File: config.mk
export PLATFORM = sky130hd
export DESIGN_NAME = uart_resp_collector
export DESIGN_NICKNAME = d
export VERILOG_FILES = /design/src/rtl/uart_resp_pkg.sv /design/src/rtl/uart_bit_sampler.sv /design/src/rtl/uart_resp_collector.sv
export SDC_FILE = /design/constraint.sdc
export NUM_CORES = 1
export LEC_CHECK = 0
export ABC_AREA = 1
export CAP_MARGIN = 10
export CORE_ASPECT_RATIO = 0.75
export CORE_MARGIN = 2
export CORE_UTILIZATION = 40
export CTS_CLUSTER_DIAMETER = 200
export DETAILED_ROUTE_END_ITERATION = 6
export PLACE_DENSITY_LB_ADDON = 0.12
export SLEW_MARGIN = 0
export SYNTH_ARGS = -nofsm -noshare
export SYNTH_HDL_FRONTEND = slang
export SYNTH_HIERARCHICAL = 1
export SYNTH_SLANG_ARGS = --single-unit
File: constraint.sdc
create_clock -name clk -period 4 [get_ports clk]
set_clock_uncertainty 0.2 [all_clocks]
set_input_delay 0.6 -clock clk [delete_from_list [all_inputs] [get_ports clk]]
set_output_delay 0.6 -clock clk [all_outputs]
set_load 0.05 [all_outputs]
File: src/rtl/uart_resp_pkg.sv
// Shared types and constants for the UART response collector.
package uart_resp_pkg;

    typedef enum logic [2:0] {
        ST_IDLE  = 3'd0,
        ST_HUNT  = 3'd1,
        ST_START = 3'd2,
        ST_DATA  = 3'd3,
        ST_PAR   = 3'd4,
        ST_STOP  = 3'd5
    } state_e;

    // Sample points relative to P/2: early = P/2-1, mid = P/2, late = P/2+1.
    localparam int unsigned SMP_EARLY_OFS = 1;
    localparam int unsigned SMP_MID_OFS   = 0;
    localparam int unsigned SMP_LATE_OFS  = 1;

    localparam logic BYTE0_IDX = 1'b0;
    localparam logic BYTE1_IDX = 1'b1;

endpackage

File: src/rtl/uart_bit_sampler.sv
// Per-bit edge counter with three-point majority vote around mid-bit.
module uart_bit_sampler
    import uart_resp_pkg::*;
#(
    parameter int unsigned PRESCALE_WD = 6
) (
    input  logic                   clk,
    input  logic                   rst_n,
    input  logic                   rx_s_i,
    input  logic [PRESCALE_WD-1:0] prescale_i,
    input  logic                   enable_i,
    output logic                   bit_val_c_o,
    output logic                   sample_done_c_o,
    output logic                   bit_done_c_o
);

    logic [PRESCALE_WD-1:0] edge_cnt_q, edge_cnt_d;
    logic [PRESCALE_WD-1:0] half;
    logic [PRESCALE_WD-1:0] pt_early;
    logic [PRESCALE_WD-1:0] pt_mid;
    logic [PRESCALE_WD-1:0] pt_late;
    logic                   s_early_q, s_early_d;
    logic                   s_mid_q, s_mid_d;

    assign half     = prescale_i >> 1;
    assign pt_early = half - PRESCALE_WD'(SMP_EARLY_OFS);
    assign pt_mid   = half + PRESCALE_WD'(SMP_MID_OFS);
    assign pt_late  = half + PRESCALE_WD'(SMP_LATE_OFS);

    assign bit_done_c_o    = enable_i && (edge_cnt_q == (prescale_i - PRESCALE_WD'(1)));
    assign sample_done_c_o = enable_i && (edge_cnt_q == pt_late);
    // Third sample is the live line value at the late sample point.
    assign bit_val_c_o     = (s_early_q & s_mid_q) | (s_early_q & rx_s_i) | (s_mid_q & rx_s_i);

    always_comb begin
        edge_cnt_d = edge_cnt_q;
        s_early_d  = s_early_q;
        s_mid_d    = s_mid_q;
        if (!enable_i) begin
            edge_cnt_d = '0;
        end else begin
            if (bit_done_c_o) begin
                edge_cnt_d = '0;
            end else begin
                edge_cnt_d = edge_cnt_q + PRESCALE_WD'(1);
            end
            if (edge_cnt_q == pt_early) begin
                s_early_d = rx_s_i;
            end
            if (edge_cnt_q == pt_mid) begin
                s_mid_d = rx_s_i;
            end
        end
    end

    always_ff @(posedge clk or negedge rst_n) begin
        if (!rst_n) begin
            edge_cnt_q <= '0;
            s_early_q  <= 1'b1;
            s_mid_q    <= 1'b1;
        end else begin
            edge_cnt_q <= edge_cnt_d;
            s_early_q  <= s_early_d;
            s_mid_q    <= s_mid_d;
        end
    end

endmodule

File: src/rtl/uart_resp_collector.sv
// Oversampling UART receiver that collects one armed 1- or 2-byte response.
module uart_resp_collector
    import uart_resp_pkg::*;
#(
    parameter int unsigned DATA_WIDTH  = 8,
    parameter int unsigned PRESCALE_WD = 6,
    parameter int unsigned TIMEOUT_CYC = 4096
) (
    input  logic                    clk,
    input  logic                    RST,
    input  logic                    RX_IN,
    input  logic [PRESCALE_WD-1:0]  Prescale,
    input  logic                    PAR_EN,
    input  logic                    PAR_TYP,
    input  logic                    exp_len,
    input  logic                    arm,
    output logic                    busy,
    output logic [2*DATA_WIDTH-1:0] resp_data,
    output logic                    resp_valid,
    output logic                    resp_err,
    output logic                    timeout
);

    localparam int unsigned BIT_CNT_W = $clog2(DATA_WIDTH + 1);
    localparam int unsigned TMO_W     = (TIMEOUT_CYC > 2) ? $clog2(TIMEOUT_CYC) : 1;

    state_e                  state_q, state_d;
    logic                    sync1_q, rx_s_q, rx_prev_q;
    logic [PRESCALE_WD-1:0]  prescale_q, prescale_d;
    logic                    exp_len_q, exp_len_d;
    logic                    par_en_q, par_en_d;
    logic                    par_typ_q, par_typ_d;
    logic                    byte_cnt_q, byte_cnt_d;
    logic [BIT_CNT_W-1:0]    bit_cnt_q, bit_cnt_d;
    logic [DATA_WIDTH-1:0]   shift_q, shift_d;
    logic [DATA_WIDTH-1:0]   byte0_q, byte0_d;
    logic                    err_q, err_d;
    logic [TMO_W-1:0]        tmo_cnt_q, tmo_cnt_d;
    logic                    busy_q, busy_d;
    logic [2*DATA_WIDTH-1:0] resp_data_q, resp_data_d;
    logic                    resp_valid_q, resp_valid_d;
    logic                    resp_err_q, resp_err_d;
    logic                    timeout_q, timeout_d;

    logic rx_fall;
    logic tmo_hit;
    logic smp_en;
    logic bit_val;
    logic sample_done;
    logic bit_done;
    logic last_bit;
    logic frame_bad;
    logic final_byte;

    assign rx_fall    = rx_prev_q & ~rx_s_q;
    assign tmo_hit    = (tmo_cnt_q == TMO_W'(TIMEOUT_CYC - 1));
    assign smp_en     = (state_q == ST_START) || (state_q == ST_DATA) ||
                        (state_q == ST_PAR)   || (state_q == ST_STOP);
    assign last_bit   = (bit_cnt_q == BIT_CNT_W'(DATA_WIDTH));
    assign frame_bad  = err_q || !bit_val;
    assign final_byte = (byte_cnt_q == exp_len_q);

    uart_bit_sampler #(
        .PRESCALE_WD (PRESCALE_WD)
    ) u_sampler (
        .clk             (clk),
        .rst_n           (RST),
        .rx_s_i          (rx_s_q),
        .prescale_i      (prescale_q),
        .enable_i        (smp_en),
        .bit_val_c_o     (bit_val),
        .sample_done_c_o (sample_done),
        .bit_done_c_o    (bit_done)
    );

    // Two-flop synchronizer plus edge-detect history; idle-high reset.
    always_ff @(posedge clk or negedge RST) begin
        if (!RST) begin
            sync1_q   <= 1'b1;
            rx_s_q    <= 1'b1;
            rx_prev_q <= 1'b1;
        end else begin
            sync1_q   <= RX_IN;
            rx_s_q    <= sync1_q;
            rx_prev_q <= rx_s_q;
        end
    end

    always_ff @(posedge clk or negedge RST) begin
        if (!RST) begin
            state_q <= ST_IDLE;
        end else begin
            state_q <= state_d;
        end
    end

    always_comb begin
        state_d = state_q;
        unique case (state_q)
            ST_IDLE: begin
                if (arm) state_d = ST_HUNT;
            end
            ST_HUNT: begin
                if (tmo_hit)      state_d = ST_IDLE;
                else if (rx_fall) state_d = ST_START;
            end
            ST_START: begin
                if (sample_done && bit_val) state_d = ST_HUNT;
                else if (bit_done)          state_d = ST_DATA;
            end
            ST_DATA: begin
                if (bit_done && last_bit) state_d = par_en_q ? ST_PAR : ST_STOP;
            end
            ST_PAR: begin
                if (bit_done) state_d = ST_STOP;
            end
            ST_STOP: begin
                if (sample_done) begin
                    if (frame_bad || final_byte) state_d = ST_IDLE;
                    else                         state_d = ST_HUNT;
                end
            end
            default: state_d = ST_IDLE;
        endcase
    end

    // Datapath and registered-output next values.
    always_comb begin
        prescale_d   = prescale_q;
        exp_len_d    = exp_len_q;
        par_en_d     = par_en_q;
        par_typ_d    = par_typ_q;
        byte_cnt_d   = byte_cnt_q;
        bit_cnt_d    = bit_cnt_q;
        shift_d      = shift_q;
        byte0_d      = byte0_q;
        err_d        = err_q;
        tmo_cnt_d    = tmo_cnt_q;
        resp_data_d  = resp_data_q;
        resp_valid_d = 1'b0;
        resp_err_d   = 1'b0;
        timeout_d    = 1'b0;
        busy_d       = (state_d != ST_IDLE);
        unique case (state_q)
            ST_IDLE: begin
                if (arm) begin
                    prescale_d = Prescale;
                    exp_len_d  = exp_len;
                    par_en_d   = PAR_EN;
                    par_typ_d  = PAR_TYP;
                    byte_cnt_d = BYTE0_IDX;
                    tmo_cnt_d  = '0;
                    err_d      = 1'b0;
                end
            end
            ST_HUNT: begin
                if (tmo_hit) begin
                    timeout_d = 1'b1;
                end else begin
                    tmo_cnt_d = tmo_cnt_q + TMO_W'(1);
                    if (rx_fall) begin
                        bit_cnt_d = '0;
                        err_d     = 1'b0;
                    end
                end
            end
            ST_DATA: begin
                if (sample_done) begin
                    shift_d   = {bit_val, shift_q[DATA_WIDTH-1:1]};
                    bit_cnt_d = bit_cnt_q + BIT_CNT_W'(1);
                end
            end
            ST_PAR: begin
                if (sample_done && (bit_val != ((^shift_q) ^ par_typ_q))) begin
                    err_d = 1'b1;
                end
            end
            ST_STOP: begin
                if (sample_done) begin
                    if (frame_bad) begin
                        resp_err_d = 1'b1;
                    end else if (final_byte) begin
                        resp_valid_d = 1'b1;
                        resp_data_d  = (byte_cnt_q == BYTE1_IDX) ? {shift_q, byte0_q}
                                                                 : {DATA_WIDTH'(0), shift_q};
                    end else begin
                        byte0_d    = shift_q;
                        byte_cnt_d = BYTE1_IDX;
                        tmo_cnt_d  = '0;
                    end
                end
            end
            default: ;
        endcase
    end

    always_ff @(posedge clk or negedge RST) begin
        if (!RST) begin
            prescale_q   <= '0;
            exp_len_q    <= 1'b0;
            par_en_q     <= 1'b0;
            par_typ_q    <= 1'b0;
            byte_cnt_q   <= BYTE0_IDX;
            bit_cnt_q    <= '0;
            shift_q      <= '0;
            byte0_q      <= '0;
            err_q        <= 1'b0;
            tmo_cnt_q    <= '0;
            busy_q       <= 1'b0;
            resp_data_q  <= '0;
            resp_valid_q <= 1'b0;
            resp_err_q   <= 1'b0;
            timeout_q    <= 1'b0;
        end else begin
            prescale_q   <= prescale_d;
            exp_len_q    <= exp_len_d;
            par_en_q     <= par_en_d;
            par_typ_q    <= par_typ_d;
            byte_cnt_q   <= byte_cnt_d;
            bit_cnt_q    <= bit_cnt_d;
            shift_q      <= shift_d;
            byte0_q      <= byte0_d;
            err_q        <= err_d;
            tmo_cnt_q    <= tmo_cnt_d;
            busy_q       <= busy_d;
            resp_data_q  <= resp_data_d;
            resp_valid_q <= resp_valid_d;
            resp_err_q   <= resp_err_d;
            timeout_q    <= timeout_d;
        end
    end

    assign busy       = busy_q;
    assign resp_data  = resp_data_q;
    assign resp_valid = resp_valid_q;
    assign resp_err   = resp_err_q;
    assign timeout    = timeout_q;

endmodule

==> results of run 1 <==
[path summary, 6_finish.rpt]
path	to	startpoint	slack, ns	depth (start not counted)
worst max-delay path	tmo_cnt_q[5]	state_q[0]	0.81	13
worst min-delay path	rx_s_q	sync1_q	0.16	0
worst max register to register	tmo_cnt_q[5]	state_q[0]	0.81	13
worst min register to register	rx_s_q	sync1_q	0.16	0
max in group asynchronous	timeout	RST	2.74	1
min in group asynchronous	prescale_q[4]	RST	0.20	1
[layout make-up]
class	instances	area, um^2
clock inverters	6	62.56
multi-input cells	414	2063
repair buffers	32	317.8
clock buffers	10	239.0
flip-flops and latches	77	1933
well taps	136	170.2
inverters	66	250.2
fillers	1059	5374
[power by group]
part	leakage, nW	total (mW)	internal (mW)	switching (mW)
combinational	1.23	1.07	0.334	0.731
sequential	1.03	1.07	0.894	0.174
clock	0.140	0.820	0.498	0.323
[stage by stage]
step                utilization [%]  hold WS (ns)  instance area, um^2
floorplan                         -        0.1044                 4327
global placement              45.48        0.1458                 4735
detailed placement            45.48        0.1488                 4735
CTS                           48.38        0.1575                 5036
global route                  48.38        0.1612                 5036
finish                        48.38        0.1558                 5036
[cells in the final DEF (no fill, tap or decap)]
cell type,count
nand2_1,185
dfrtp_1,72
inv_1,52
nor2_1,45
nand3_1,45
o21ai_0,38
clkdlybuf4s50_1,31
xor2_1,13
inv_2,12
a21oi_1,11
nor3_1,9
clkbuf_16,9
nand2_2,8
nand4_1,8
ha_1,8
nor2_2,7
o21ai_1,7
a31oi_1,7
nand3_2,5
dfstp_2,5
xnor2_1,4
nor2_4,3
clkinvlp_4,3
nor2_8,2
o22ai_1,2
clkinv_2,2
or2_0,2
nand2_4,1
a21boi_0,1
clkinv_1,1
nor3_4,1
a31oi_2,1
clkbuf_8,1
bufinv_16,1
buf_4,1
inv_4,1
a21oi_4,1
[flip-flops by register name, summed over array words and instances (netlist names), 3 cells and up]
| signal | count |
|---|---|
| shift_q | 8 |
| resp_data | 16 |
| byte0_q | 8 |
| state_q | 3 |
| prescale_q | 6 |
| bit_cnt_q | 4 |
| tmo_cnt_q | 12 |
| u_sampler/edge_cnt_q | 6 |
[per-layer routing]
layer | vias up | global-route usage (%) | part of all wire [%] | wire [um]
li1 | 1872 | - | - | -
met1 | 1697 | 29.37 | 53 | 5349
met2 | 70 | 25.77 | 40 | 4029
met3 | 12 | 4.126 | 5.2 | 524
met4 | 0 | 6.086 | 1.3 | 127
met5 | - | 0 | 0 | 0
[worst register-to-register path, cell delays in order, from the launching register on]
cell	delay [ns]
dfrtp_1	0.47
nor2_1	0.21
nand2_1	0.11
nand3_1	0.24
nand4_1	0.12
or2_0	0.22
nor2_1	0.19
inv_1	0.18
nand2_2	0.13
nand2_1	0.09
nor3_4	0.54
inv_1	0.22
nand2_1	0.11
nand2_1	0.06
[cell families (layout without fill, tap and decap cells)]
family	Yosys count	count (layout)	synth area share [%]
AND/OR/NAND/NOR	321	321	33.31
flip-flops	77	77	44.68
buffers and inverters	76	114	7.634
AO/OA/AOI/OAI	68	68	8.618
XOR/XNOR	17	17	3.441
adder cells (fa/ha/maj)	8	8	2.314
==> run_results.csv, run 1 <==
group,metric,value,unit
outcome,run_status,"complete, no violations",
synthesis,synth_cells,567,
place,numPlacedInstances,725,
worst_setup_path,crit_type,"flip-flop to flip-flop",
finish,stdcell_count,741,
synthesis,synth.distinct_cells,34,
sta,fin_ws,0.8149,ns
worst_setup_path,crit_fanout,16,
clock_tree,path_clk_slew,0.06,ns
die,die_h,94.07,um
die,core,10410,um^2
synthesis,netlist_top_cells_area,"dfrtp_1 (42%), nand2_1 (16%), nand3_1 (5.2%)",
clock_tree,numCtsBuffers,9,
grt,gr-total-overflow,0,
finish,fin_nets,621,
route,vias,3651,
route,wire_per_inst,13.54,um
sta,finalMaxSlewViolations,0,
worst_setup_path,worst-path-buf-inv,2,
die,die_area,11670,um^2
place,gp_congestion,0.9346,
route,drc,0,
sta,setup_tns,0,ns
worst_setup_path,arrival,3.21,ns
sta,hold_violations,0,
sta,fmax,0.3140,GHz
min_path,hold_path.class,"flip-flop to flip-flop",
synthesis,syn_area,4327,um^2
clock_tree,ctsResizeCount,0,
sta,setup_violations,0,
sta,rsz0062_at_grt,"false",
die,std_cell_rows,32,
grt,grt_pass1_wl,17040,um
die,io_pins,33,
synthesis,synth_common_cells,"nand2_1 (185), dfrtp_1 (72), inv_1 (52)",
synthesis,synth_top_area_share,41.64,%
place,dpl.hpwl,7258,um
synthesis,syn_area_per_cell,7.631,um^2
finish,areaGrowthSynthToFinish,16.40,%
clock_tree,htree_levels,3,
clock_tree,postCtsSetupBuffers,0,
grt,grt_pass1_vias,3456,
synthesis,synthArstFlopShare,100.0,%
clock_tree,clk_latency,0.34,ns
worst_setup_path,cpPeakStageDelay,0.54,ns
clock_tree,cts_root_buffer,"clkbuf_16",
clock_tree,cts_tree,"built",
synthesis,synth_warnings,6,
route,first_iter_violations,194,
synthesis,synth_most_common_cell,"nand2_1",
worst_setup_path,startpoint_type,"flip-flop",
power_and_ir_drop,leakagePower,2.395,nW
flow_run,maxCapViolCount,0,
sta,finalCriticalPeriod,3.185,ns
worst_setup_path,crit_path_cell_trace,"nor2_1, nand2_1, nand3_1, nand4_1, or2_0, nor2_1, inv_1, nand2_2, nand2_1, nor3_4, inv_1, nand2_1, nand2_1",
clock_tree,clock_sinks,77,
sta,relSlewSlack,35.00,%
power_and_ir_drop,power.density,586.5,nW/um^2
place,dp_slack,0.8337,ns
route,via_per_inst,4.927,
synthesis,synth_ff_type,"dfrtp_1",
synthesis,ys_seq_area_share,44.68,%
clock_tree,clock_path_buffers,2,
sta,tightest_slew,0.9749,ns
worst_setup_path,end_kind,"flip-flop",
synthesis,syn_nets,588,
route,detail_route.first_pass.iterations,4,
grt,antenna_found_initial,0,
route,ant_nets,0,
sta,min_period_over_period,79.63,%
die,die_w,124.1,um
synthesis,synth-seq-cells,77,
worst_setup_path,crit_slowest_cell,"nor3_4",
grt,grt_usage,18.94,%
grt,grt_max_degree,78,
clock_tree,cts_hold_buf,0,
synthesis,synth_edf_count,0,
worst_setup_path,crit_top_cell,"nand2_1",
route,wl,10030,um
die,start_util,41.56,%
finish,diodes,0,
finish,drive_gt1_share,10.58,%
power_and_ir_drop,p_total,2.954,mW
worst_setup_path,crit_required,4.02,ns
place,port_buffers,32,
worst_setup_path,crit_family,"simple AND/OR/NAND/NOR gates",
power_and_ir_drop,ir_drop,0.2274,mV
synthesis,synth_top_area_cell,"dfrtp_1",
(Power assumes the default switching activity.)
==> run 2: changes to the inputs <==
==> constraint.sdc (replaced) <==
create_clock -name clk -period 2.9 [get_ports clk]
set_clock_uncertainty 0.2 [all_clocks]
set_input_delay 0.435 -clock clk [delete_from_list [all_inputs] [get_ports clk]]
set_output_delay 0.435 -clock clk [all_outputs]
set_load 0.05 [all_outputs]
==> run 2 against run 1 <==
Final cell count is 2.0% higher. Worst hold slack better by 0.0029 ns. Die area stayed put. Largest cell class unchanged. Sequential power is 36% higher. Fmax is 19% higher. Wire length is 2.6% higher.
==> run_results.csv, run 2 (synthesis results as in run 1) <==
group,metric,value,unit
outcome,run_status,"complete, no violations",
route,wl,10300,um
finish,layout_commonest_cell,"nand2_1",
die,die_w,124.1,um
place,gp_congestion,0.8674,
route,vias,3744,
finish,fin_util,49.96,%
sta,relSlewSlack,54.57,%
finish,postLayoutCellArea,5201,um^2
worst_setup_path,crit_fanout,5,
place,dp_slack,-0.05768,ns
worst_setup_path,crit_top_cell,"nand2_1",
clock_tree,cts_root_buffer,"clkbuf_16",
clock_tree,clock_sinks,77,
grt,antenna_found_initial,0,
die,std_cell_rows,32,
worst_setup_path,cpPeakStageDelay,0.44,ns
grt,grt_max_degree,52,
sta,tightest_slew,0.6815,ns
place,placed_cell_area,4837,um^2
sta,rsz0062_at_grt,"false",
die,core,10410,um^2
worst_setup_path,crit_path_cell_trace,"inv_2, nand2_2, nor2_4, inv_2, nand3_1, buf_4, nand2_1, nor2_1, nand2_1, a21oi_4, nand3_4, inv_2, nand2_1, nor2_2, nor3_1, a21oi_1, nand2_1, nor2_1, nand3_1",
worst_setup_path,arrival,2.67,ns
grt,grt_pass1_wl,17700,um
finish,fin_nets,636,
finish,largest_register_ffs,16,
clock_tree,path_clk_slew,0.06,ns
min_path,hold_path.class,"flip-flop to flip-flop",
sta,setup_violations,0,
grt,gr-total-overflow,0,
worst_setup_path,crit_slowest_cell,"dfrtp_2",
worst_setup_path,end_kind,"flip-flop",
sta,hold_violations,0,
die,die_area,11670,um^2
grt,grt_usage,19.92,%
place,dpl.hpwl,7781,um
clock_tree,clock_path_buffers,2,
finish,diodes,0,
flow_run,maxCapViolCount,0,
sta,finalCriticalPeriod,2.667,ns
route,wire_per_inst,13.62,um
power_and_ir_drop,leakagePower,2.474,nW
die,start_util,41.56,%
route,first_iter_violations,274,
finish,final_cell_mix,"nand2_1 (184), dfrtp_1 (70), inv_1 (51), nand3_1 (45), nor2_1 (43)",
finish,nFillCells,1006,
sta,min_period_over_period,91.95,%
worst_setup_path,startpoint_type,"flip-flop",
worst_setup_path,crit_required,2.90,ns
clock_tree,numCtsBuffers,9,
finish,drive_gt1_share,13.71,%
die,die_h,94.07,um
power_and_ir_drop,power.density,820.5,nW/um^2
power_and_ir_drop,ir_drop,0.3933,mV
sta,fin_ws,0.2334,ns
die,io_pins,33,
grt,grt_pass1_vias,3522,
clock_tree,htree_levels,3,
route,drc,0,
place,port_buffers,32,
finish,stdcell_count,756,
route,detail_route.first_pass.iterations,4,
clock_tree,cts_tree,"built",
worst_setup_path,crit_type,"flip-flop to flip-flop",
sta,finalMaxSlewViolations,0,
sta,fmax,0.3750,GHz
place,numPlacedInstances,737,
clock_tree,clk_latency,0.34,ns
route,ant_nets,0,
finish,areaGrowthSynthToFinish,20.21,%
route,via_per_inst,4.952,
run 2: changes by cell type in the layout (fill, tap and decap cells not counted), sizes merged:
cell,before,now
buf,1,15
clkinvlp,3,2
dlygate4sd3,0,1
inv,65,66
run 2: layout make-up:
cell class,instances,area (um^2),area share [%]
clock buffer,10,239.0,4.595
clock inverter,6,71.32,1.371
multi-input combinational,414,2090,40.17
tap,136,170.2,3.272
sequential,77,1936,37.21
inverter,66,250.2,4.811
timing repair buffer,47,445.4,8.564
run 2: final timing paths:
path                                  from            end  slack (ns)  cells past startpoint
worst max-delay path            state_q[1]           busy        0.23                     19
worst min register to register     sync1_q         rx_s_q        0.16                      0
worst min-delay path               sync1_q         rx_s_q        0.16                      0
max in group asynchronous              RST   resp_data[9]        1.43                      3
min in group asynchronous              RST  prescale_q[5]        0.48                      2
worst max register to register  state_q[1]           busy        0.23                     19
run 2: power breakdown:
part,switching (mW),internal [mW]
combinational,1.10,0.562
sequential,0.212,1.24
clock,0.458,0.695
run 2: worst max-delay path: cells and delay by family (launching register included):
family          cells  cell delay [ns]
flops               1             0.44
compound gates      2             0.33
simple gates       13             1.15
buf+inv             4             0.39
run 2: per-stage QoR:
stage	total power [mW]	setup TNS (ns)	hold slack (ns)
3_5_place_dp	3.068	-0.05768	0.1479
5_1_grt	4.605	0	0.1676
6_report	4.268	0	0.1587
3_3_place_gp	3.046	-0.03864	0.1470
2_1_floorplan	2.608	0	-0.06059
4_1_cts	4.249	0	0.1565
run 2: layer usage:
layer,GRT usage (%),wire length (um),vias up
met5,0,0,-
li1,-,-,1913
met1,30.09,5460,1750
met3,4.854,425,11
met2,27.78,4274,70
met4,6.086,134,0
run 2: timing repair:
item                                    in CTS  in global routing
setup buffers                                0                  2
hold buffers                                 1                  0
pin swaps                                    0                  4
hold endpoints to repair                    45                  0
endpoints found under the setup margin       1                  2
resized for setup                            2                  7
